## src/rtl/usb_bus_monitor_pkg.sv

```systemverilog
// Shared definitions for the USB bus monitor: bus-state encodings, LineState and
// RxEvent codes, RXCMD field positions and the counter-width helper.
package usb_bus_monitor_pkg;

    typedef enum logic [2:0] {
        ST_DETACHED  = 3'd0,
        ST_ACTIVE    = 3'd1,
        ST_BUS_RST   = 3'd2,
        ST_SUSPENDED = 3'd3,
        ST_RESUMING  = 3'd4
    } bus_state_e;

    localparam logic [1:0] LS_SE0 = 2'b00;
    localparam logic [1:0] LS_J   = 2'b01;
    localparam logic [1:0] LS_K   = 2'b10;

    localparam logic [1:0] RXEV_NONE      = 2'b00;
    localparam logic [1:0] RXEV_ACTIVE    = 2'b01;
    localparam logic [1:0] RXEV_HOST_DISC = 2'b10;
    localparam logic [1:0] RXEV_ERROR     = 2'b11;

    localparam logic [1:0] VBUS_VALID_CODE = 2'b11;

    localparam int RXCMD_LS_LSB   = 0;
    localparam int RXCMD_VBUS_LSB = 2;
    localparam int RXCMD_EV_LSB   = 4;
    localparam int RXCMD_USED_W   = 6;

    function automatic int cnt_width(input int a, input int b);
        return $clog2(((a > b) ? a : b) + 1);
    endfunction

endpackage

```

## src/rtl/usb_bus_monitor_ls_debounce.sv

```systemverilog
// LineState stability filter: the output follows the input only after it has held
// the same value for CYCLES consecutive samples. Compiled only with USB_LS_DEBOUNCE_EN.
`ifdef USB_LS_DEBOUNCE_EN
module usb_ls_debounce #(
    parameter int CYCLES = 4
) (
    input  logic       clk_i,
    input  logic       rst_i,
    input  logic [1:0] ls_raw_i,
    output logic [1:0] ls_o
);

    localparam int CW = $clog2(CYCLES + 1);
    localparam logic [CW-1:0] TARGET = CW'(CYCLES);

    logic [1:0]    prev_q;
    logic [CW-1:0] cnt_q, cnt_d;
    logic [1:0]    ls_q, ls_d;

    // cnt_d is the length of the current run of identical samples, this one included
    always_comb begin
        cnt_d = cnt_q;
        if (ls_raw_i != prev_q) begin
            cnt_d = CW'(1);
        end else if (cnt_q != TARGET) begin
            cnt_d = cnt_q + 1'b1;
        end
        ls_d = (cnt_d == TARGET) ? ls_raw_i : ls_q;
    end

    always_ff @(posedge clk_i or posedge rst_i) begin
        if (rst_i) begin
            prev_q <= '0;
            cnt_q  <= '0;
            ls_q   <= '0;
        end else begin
            prev_q <= ls_raw_i;
            cnt_q  <= cnt_d;
            ls_q   <= ls_d;
        end
    end

    assign ls_o = ls_q;

endmodule
`endif

```

## src/rtl/usb_bus_monitor.sv

```systemverilog
// Device-side USB bus monitor: decodes the ULPI RXCMD and tracks attach, bus reset,
// suspend and resume. Define USB_LS_DEBOUNCE_EN to filter LineState before the FSM.
module usb_bus_monitor
    import usb_bus_monitor_pkg::*;
#(
    parameter int RESET_CYCLES = 150,
    parameter int SUSP_CYCLES  = 180000
`ifdef USB_LS_DEBOUNCE_EN
    , parameter int DEBOUNCE_CYCLES = 4
`endif
) (
    input  logic       CLK_60M,
    input  logic       RST_A_USB,
    input  logic       READY,
    input  logic [7:0] RXCMD,
    output logic [1:0] LINE_STATE,
    output logic       VBUS_VALID,
    output logic       RX_ACTIVE,
    output logic       RX_ERROR,
    output logic [2:0] BUS_STATE,
    output logic       BUS_RESET,
    output logic       SUSPEND,
    output logic       RESUME
);

    localparam int CNT_W = cnt_width(RESET_CYCLES, SUSP_CYCLES);
    localparam logic [CNT_W-1:0] SE0_LAST  = CNT_W'(RESET_CYCLES - 1);
    localparam logic [CNT_W-1:0] SE0_MAX   = CNT_W'(RESET_CYCLES);
    localparam logic [CNT_W-1:0] IDLE_LAST = CNT_W'(SUSP_CYCLES - 1);
    localparam logic [CNT_W-1:0] IDLE_MAX  = CNT_W'(SUSP_CYCLES);

    logic [RXCMD_USED_W-1:0] rxcmd_q;
    logic [1:0]              ls_raw, line_state, rx_event;
    logic                    vbus_valid, rx_active, rx_error;
    logic                    unused_rxcmd;

    bus_state_e       state_q, state_d;
    logic [CNT_W-1:0] se0_cnt_q, se0_cnt_d;
    logic [CNT_W-1:0] idle_cnt_q, idle_cnt_d;
    logic             bus_reset_q, bus_reset_d;
    logic             resume_q, resume_d;
    logic             override, se0_cond, idle_cond, se0_hit, idle_hit;

    assign unused_rxcmd = ^RXCMD[7:RXCMD_USED_W];

    always_ff @(posedge CLK_60M or posedge RST_A_USB) begin
        if (RST_A_USB) begin
            rxcmd_q <= '0;
        end else begin
            rxcmd_q <= RXCMD[RXCMD_USED_W-1:0];
        end
    end

    assign ls_raw     = rxcmd_q[RXCMD_LS_LSB +: 2];
    assign rx_event   = rxcmd_q[RXCMD_EV_LSB +: 2];
    assign vbus_valid = (rxcmd_q[RXCMD_VBUS_LSB +: 2] == VBUS_VALID_CODE);
    assign rx_active  = (rx_event == RXEV_ACTIVE) || (rx_event == RXEV_ERROR);
    assign rx_error   = (rx_event == RXEV_ERROR);

`ifdef USB_LS_DEBOUNCE_EN
    usb_ls_debounce #(
        .CYCLES (DEBOUNCE_CYCLES)
    ) u_ls_debounce (
        .clk_i    (CLK_60M),
        .rst_i    (RST_A_USB),
        .ls_raw_i (ls_raw),
        .ls_o     (line_state)
    );
`else
    assign line_state = ls_raw;
`endif

    // SE0 during a packet is EOP, so only idle-bus samples count toward reset/suspend
    assign override  = !READY || !vbus_valid;
    assign se0_cond  = (line_state == LS_SE0) && !rx_active;
    assign idle_cond = (line_state == LS_J) && !rx_active;
    assign se0_hit   = se0_cond && (se0_cnt_q == SE0_LAST);
    assign idle_hit  = idle_cond && (idle_cnt_q == IDLE_LAST);

    always_ff @(posedge CLK_60M or posedge RST_A_USB) begin
        if (RST_A_USB) begin
            state_q     <= ST_DETACHED;
            se0_cnt_q   <= '0;
            idle_cnt_q  <= '0;
            bus_reset_q <= 1'b0;
            resume_q    <= 1'b0;
        end else begin
            state_q     <= state_d;
            se0_cnt_q   <= se0_cnt_d;
            idle_cnt_q  <= idle_cnt_d;
            bus_reset_q <= bus_reset_d;
            resume_q    <= resume_d;
        end
    end

    always_comb begin
        state_d    = state_q;
        se0_cnt_d  = '0;
        idle_cnt_d = '0;
        if (override) begin
            state_d = ST_DETACHED;
        end else begin
            case (state_q)
                ST_DETACHED:  state_d = ST_ACTIVE;
                ST_ACTIVE: begin
                    if (se0_hit)       state_d = ST_BUS_RST;
                    else if (idle_hit) state_d = ST_SUSPENDED;
                end
                ST_BUS_RST: begin
                    if (line_state != LS_SE0) state_d = ST_ACTIVE;
                end
                ST_SUSPENDED: begin
                    if (line_state == LS_K) state_d = ST_RESUMING;
                    else if (se0_hit)       state_d = ST_BUS_RST;
                end
                ST_RESUMING: begin
                    if (line_state != LS_K) state_d = ST_ACTIVE;
                end
                default:      state_d = ST_DETACHED;
            endcase

            if (((state_q == ST_ACTIVE) || (state_q == ST_SUSPENDED)) && se0_cond) begin
                se0_cnt_d = (se0_cnt_q == SE0_MAX) ? se0_cnt_q : se0_cnt_q + 1'b1;
            end
            if ((state_q == ST_ACTIVE) && idle_cond) begin
                idle_cnt_d = (idle_cnt_q == IDLE_MAX) ? idle_cnt_q : idle_cnt_q + 1'b1;
            end
        end
    end

    always_comb begin
        bus_reset_d = (state_d == ST_BUS_RST) && (state_q != ST_BUS_RST);
        resume_d    = (state_q == ST_SUSPENDED) && (state_d == ST_RESUMING);
        BUS_STATE   = state_q;
        SUSPEND     = (state_q == ST_SUSPENDED);
        BUS_RESET   = bus_reset_q;
        RESUME      = resume_q;
        LINE_STATE  = line_state;
        VBUS_VALID  = vbus_valid;
        RX_ACTIVE   = rx_active;
        RX_ERROR    = rx_error;
    end

endmodule

```

## config.mk

```make
export PLATFORM = sky130hd
export DESIGN_NAME = usb_bus_monitor
export DESIGN_NICKNAME = d
export VERILOG_FILES = /design/src/rtl/usb_bus_monitor_pkg.sv /design/src/rtl/usb_bus_monitor_ls_debounce.sv /design/src/rtl/usb_bus_monitor.sv
export SDC_FILE = /design/constraint.sdc
export NUM_CORES = 1
export LEC_CHECK = 0
export ABC_AREA = 1
export CAP_MARGIN = 15
export CORE_MARGIN = 2
export CORE_UTILIZATION = 44
export DETAILED_ROUTE_END_ITERATION = 6
export HOLD_SLACK_MARGIN = 0.05
export PLACE_DENSITY = 0.72
export SYNTH_ARGS = -nofsm -noshare
export SYNTH_HDL_FRONTEND = slang
export SYNTH_SLANG_ARGS = --single-unit
```

## constraint.sdc

```tcl
create_clock -name CLK_60M -period 2 [get_ports CLK_60M]
set_input_delay 0.3 -clock CLK_60M [delete_from_list [all_inputs] [get_ports CLK_60M]]
set_output_delay 0.3 -clock CLK_60M [all_outputs]
set_load 0.05 [all_outputs]
```

* Word level (Yosys, flattened, before mapping) *
Cells that the tools add are included.

word-level totals
  flip-flop bits (word level) = 47
  word-level logic and storage cells = 58

cells by class
  $add $sub $neg = 2
  reductions and logical operators = 17
  mux-type cells = 14
  eq/ne operators = 19

operators by type and width
  kind                   count
  $mux 18                6
  $add 18x1->18 const B  2
  $eq 18x18->1 const B   2
  $eq 18x8->1 const B    2
  $mux 3                 7
  $pmux 3 s5             1
  $eq 3x2->1 const B     3
  $logic_and 1x1->1      8
  $eq 2x2->1 const B     3
  $eq 3x3->1 const B     2
  $ne 3x3->1 const B     2
  $eq 2x1->1 const B     2
  $eq 3x1->1 const B     1
  $logic_not 1->1        3
  $logic_not 3->1        1
  $logic_or 1x1->1       3
  $ne 3x2->1 const B     1
  $logic_not 2->1        1
  $ne 2x2->1 const B     1
  $reduce_bool 2->1      1

* Depth between registers and ports, before layout *
  depth after elaboration = 11
  mapped depth = 10
  depth with buffers taken out = 10

* Least setup slack after synthesis *
Ideal clock, no wire load.

  kind = reg2reg
  start = register state_q[0], in the netlist BUS_STATE[0]
  end = register bus_reset_q, in the netlist BUS_RESET
  cell stages (with the launch flop) = 9
  path slack = 0.299 ns
  library setup time = 0.071 ns
  buffers on the path = 0
  arrival time = 1.630 ns
  data required time = 1.929 ns
  clock period less this slack = 1.701 ns
  cells stage by stage = dfrtp_1 -> inv_2 -> nor2_4 -> nand2_1 -> inv_1 -> a22oi_1 -> nand2_1 -> nand2_1 -> nor2_1

RTL lines
  element                 RTL line                source
  from (decl)             usb_bus_monitor.sv:37   bus_state_e state_q, state_d;
  from (signal assigned)  usb_bus_monitor.sv:88   state_q <= state_d;
  $eq 3x2->1              n/a
  net SUSPEND             usb_bus_monitor.sv:22   output logic SUSPEND,
  $pmux 3 s5              usb_bus_monitor.sv:103  case (state_q)
  $mux 3                  usb_bus_monitor.sv:100  if (override) begin
  $eq 3x2->1              usb_bus_monitor.sv:132  bus_reset_d = (state_d == ST_BUS_RST) && (state_q != ST_BUS_RST);
  $logic_and 1x1->1       usb_bus_monitor.sv:132
  net bus_reset_d         usb_bus_monitor.sv:40   logic bus_reset_q, bus_reset_d;
  to (signal assigned)    usb_bus_monitor.sv:91   bus_reset_q <= bus_reset_d;
  to (decl)               usb_bus_monitor.sv:40

The timed path passes the listed nets, and every way through them passes these cells.
A chain may end at the register's enable or synchronous reset.

* Final worst setup path *
  start = register state_q[2], in the netlist BUS_STATE[2]
  end = output port BUS_STATE[2]

RTL lines
  element    RTL line               source
  to (decl)  usb_bus_monitor.sv:20  output logic [2:0] BUS_STATE,

No word-level cell between the ends.

==> flow_metrics.env <==
export IMPL_wire_per_inst_um=12.5
export IMPL_grt_max_degree=48
export IMPL_place_congestion=0.879
export IMPL_fp_dieH_um=83.3
export IMPL_ys_seq_elements=47
export IMPL_ys_seq_area_frac=0.425
export IMPL_clkPwrFrac=0.372
export IMPL_drcViolationCount=0
export IMPL_crit_path_max_fanout=4
export IMPL_fillers=568
export IMPL_path_buf_inv=1
export IMPL_cts_sinks=47
export IMPL_fin_crit_sh=0.947
export IMPL_core_area_um2=5990
export IMPL_r2r_start="se0_cnt_q[0]"
export IMPL_peakVddDrop_uv=261
export IMPL_yosys_warnings=0
export IMPL_grt_pass1_vias=2223
export IMPL_path_clk_slew_ns=0.09
export IMPL_pin_count=22
export IMPL_clock_path_buffers=2
export IMPL_yosysMostFrequentCell="nand2_1"
export IMPL_start_kind="flop"
export IMPL_worstPathRequired_ns=1.70
export IMPL_yosysUniqueCellTypes=35
export IMPL_fin_cells=462
export IMPL_maxSlewViolCount=0
export IMPL_wirelength_mm=5.77
export IMPL_internal_power_mw=1.31
export IMPL_power_density_nw_per_um2=533
export IMPL_yosysTopAreaCell="dfrtp_1"
export IMPL_syn_area_um2=2770
export IMPL_drive_gt1_frac=0.147
export IMPL_synth_avg_cell_area_um2=7.64
export IMPL_drtAntennaViolNets=0
export IMPL_p_total_mw=1.68
export IMPL_async_flop_share=1.00
export IMPL_max_slew_margin=0.664
export IMPL_start_util=0.462
export IMPL_synth_flop_cell="dfrtp_1"
export IMPL_cp_arrival_ns=1.59
export IMPL_cts_made_buffers=5
export IMPL_max_stage_delay_ns=0.84
export IMPL_cp_top_family="buffers and inverters"
export IMPL_htreeDepth=2
export IMPL_syn_nets=378
export IMPL_tightestPinTransition_ns=0.502
export IMPL_switching_share=0.224
export IMPL_setup_violations_final=0
export IMPL_fin_crit_ns=1.89
export IMPL_seqPwrFrac=0.572
export IMPL_antenna_found_initial=0
export IMPL_final_nets=402
export IMPL_finalClockSkew_ns=0.00840
export IMPL_comb_power_share=0.055
export IMPL_synth_edf_count=0
export IMPL_synth_top_area_share=0.425
export IMPL_grtUsageTotal=0.175
export IMPL_drv_cap=0
export IMPL_cts_root_buf="clkbuf_8"
export IMPL_num_antenna_cells=0
export IMPL_drt_first_pass_iters=4
export IMPL_rsz0062_at_grt="no"
export IMPL_grt_overflow=0
export IMPL_die_w_um=83.3
export IMPL_synth_top_cells_by_count="nand2_1, inv_1, dfrtp_1, nor2_1, nand3_1"
export IMPL_post_cts_buffers=0
export IMPL_hp_class="in -> async"
export IMPL_worstSkewPairLatency_ns=0.30
export IMPL_syn2layout_area_growth_pct=14.0
export IMPL_switchingPower_mw=0.376
export IMPL_cp_cell_sequence="clkdlybuf4s50_1"
export IMPL_post_dp_hpwl_mm=4.36
export IMPL_portBuffers=19
export IMPL_p_leak_nw=1.38
export IMPL_fp_dieArea_um2=6940
export IMPL_drtIter0Drc=137
export IMPL_dp_cells=454
export IMPL_cp_startpoint="BUS_STATE[2]"
export IMPL_grt_pass1_wl_mm=10.1
export IMPL_status="complete, no violations"
export IMPL_row_count=28
export IMPL_synth_area_top_cells="dfrtp_1, nand2_1, inv_1"
export IMPL_setup_tns_final_ns=0
export IMPL_viasPerCell=5.06
export IMPL_critPathCaptureType="output port"
export IMPL_fmax_mhz=528
export IMPL_hold_violations=0
export IMPL_vias=2336
export IMPL_cpMaxStageDelayCell="clkdlybuf4s50_1"
export IMPL_cts_tree="done"
export IMPL_synth_cells=362
export IMPL_worstSetupPathType="reg -> out"
## metal layers
metal	global-route usage	up-vias	wire length, um
li1	-	1199	-
met1	0.252	1093	2910
met2	0.276	39	2610
met3	0.0298	5	211
met4	0.0402	0	42
met5	0	-	0
## state kept, by name, indices dropped and copies added, names as in the netlist
signal / flops
se0_cnt_q: 18
BUS_STATE: 3
RESUME: 1
rxcmd_q: 6
idle_cnt_q: 18
BUS_RESET: 1
## tightest hold or removal path, delay by kind of cell
kind / cells / cell delay, ns
buf+inv: 3 / 0.73
## power by group through the flow
stage	sequential, mW	combinational, mW	clock (mW)
final	0.963	0.0925	0.626
after floorplan	0.982	0.0531	0
after CTS	0.963	0.0950	0.641
after global placement	0.982	0.0936	0
after global routing	0.964	0.102	0.694
after detailed placement	0.982	0.0947	0
## kinds of logic (layout without fill, tap and decap cells)
family / count (synthesis) / count (layout) / share of synthesized area
AND/OR/NAND/NOR: 196 / 196 / 0.351
flip-flops: 47 / 47 / 0.425
buffers and inverters: 66 / 91 / 0.0968
XOR/XNOR: 4 / 4 / 0.0127
AO/OA/AOI/OAI: 44 / 44 / 0.0914
adder cells (fa/ha/maj): 5 / 5 / 0.0226
## timing repair
action / CTS / global route
setup endpoints to repair: 0 / 2
resized for setup: 0 / 2
hold buffers: 0 / 0
## worst paths after layout
| path | cells after the start | end | slack [ns] |
|---|---|---|---|
| worst max-delay path | 1 | BUS_STATE[2] | 0.11 |
| worst min-delay path | 3 | se0_cnt_q[5] | 0.35 |
| worst max register to register | 7 | se0_cnt_q[0] | 0.33 |
| worst min register to register | 1 | idle_cnt_q[13] | 0.51 |
| max in group asynchronous | 3 | rxcmd_q[3] | 1.43 |
| min in group CLK_60M | 1 | rxcmd_q[5] | 0.43 |
## placed cells by master (no fill, tap or decap), types with 3 or more instances in the layout
master and instances:
o21ai_1 6, nand3_1 29, inv_1 52, nand2_1 68, nor2_2 8, nand3_2 3
o21ai_0 8, nor2_1 47, nand4_1 8, clkdlybuf4s50_1 16, buf_4 4, ha_1 5
a21oi_1 20, nand2_2 8, xor2_1 4, dfrtp_1 47, nor3_2 3, inv_2 8
clkbuf_8 7, nor3_1 8, nor2_4 9
## through the flow
step / hold slack (ns) / util / area (um^2) / setup slack (ns)
CTS: 0.356 / 0.525 / 3150 / 0.0335
global placement: 0.484 / 0.509 / 3050 / 0.238
finish: 0.352 / 0.526 / 3150 / 0.106
detailed placement: 0.509 / 0.509 / 3050 / 0.230
global route: 0.397 / 0.526 / 3150 / 0.0605
floorplan: 0.331 / - / 2770 / 0.299
## cell type report
class | count | area, um^2 | share of cell area
multi-input cells | 249 | 1320 | 0.419
well taps | 75 | 93.8 | 0.0298
flip-flops and latches | 47 | 1180 | 0.373
repair buffers | 23 | 235 | 0.0746
inverters | 60 | 225 | 0.0714
clock buffers | 8 | 100 | 0.0317
No activity file was read; power rests on OpenSTA's default activity.
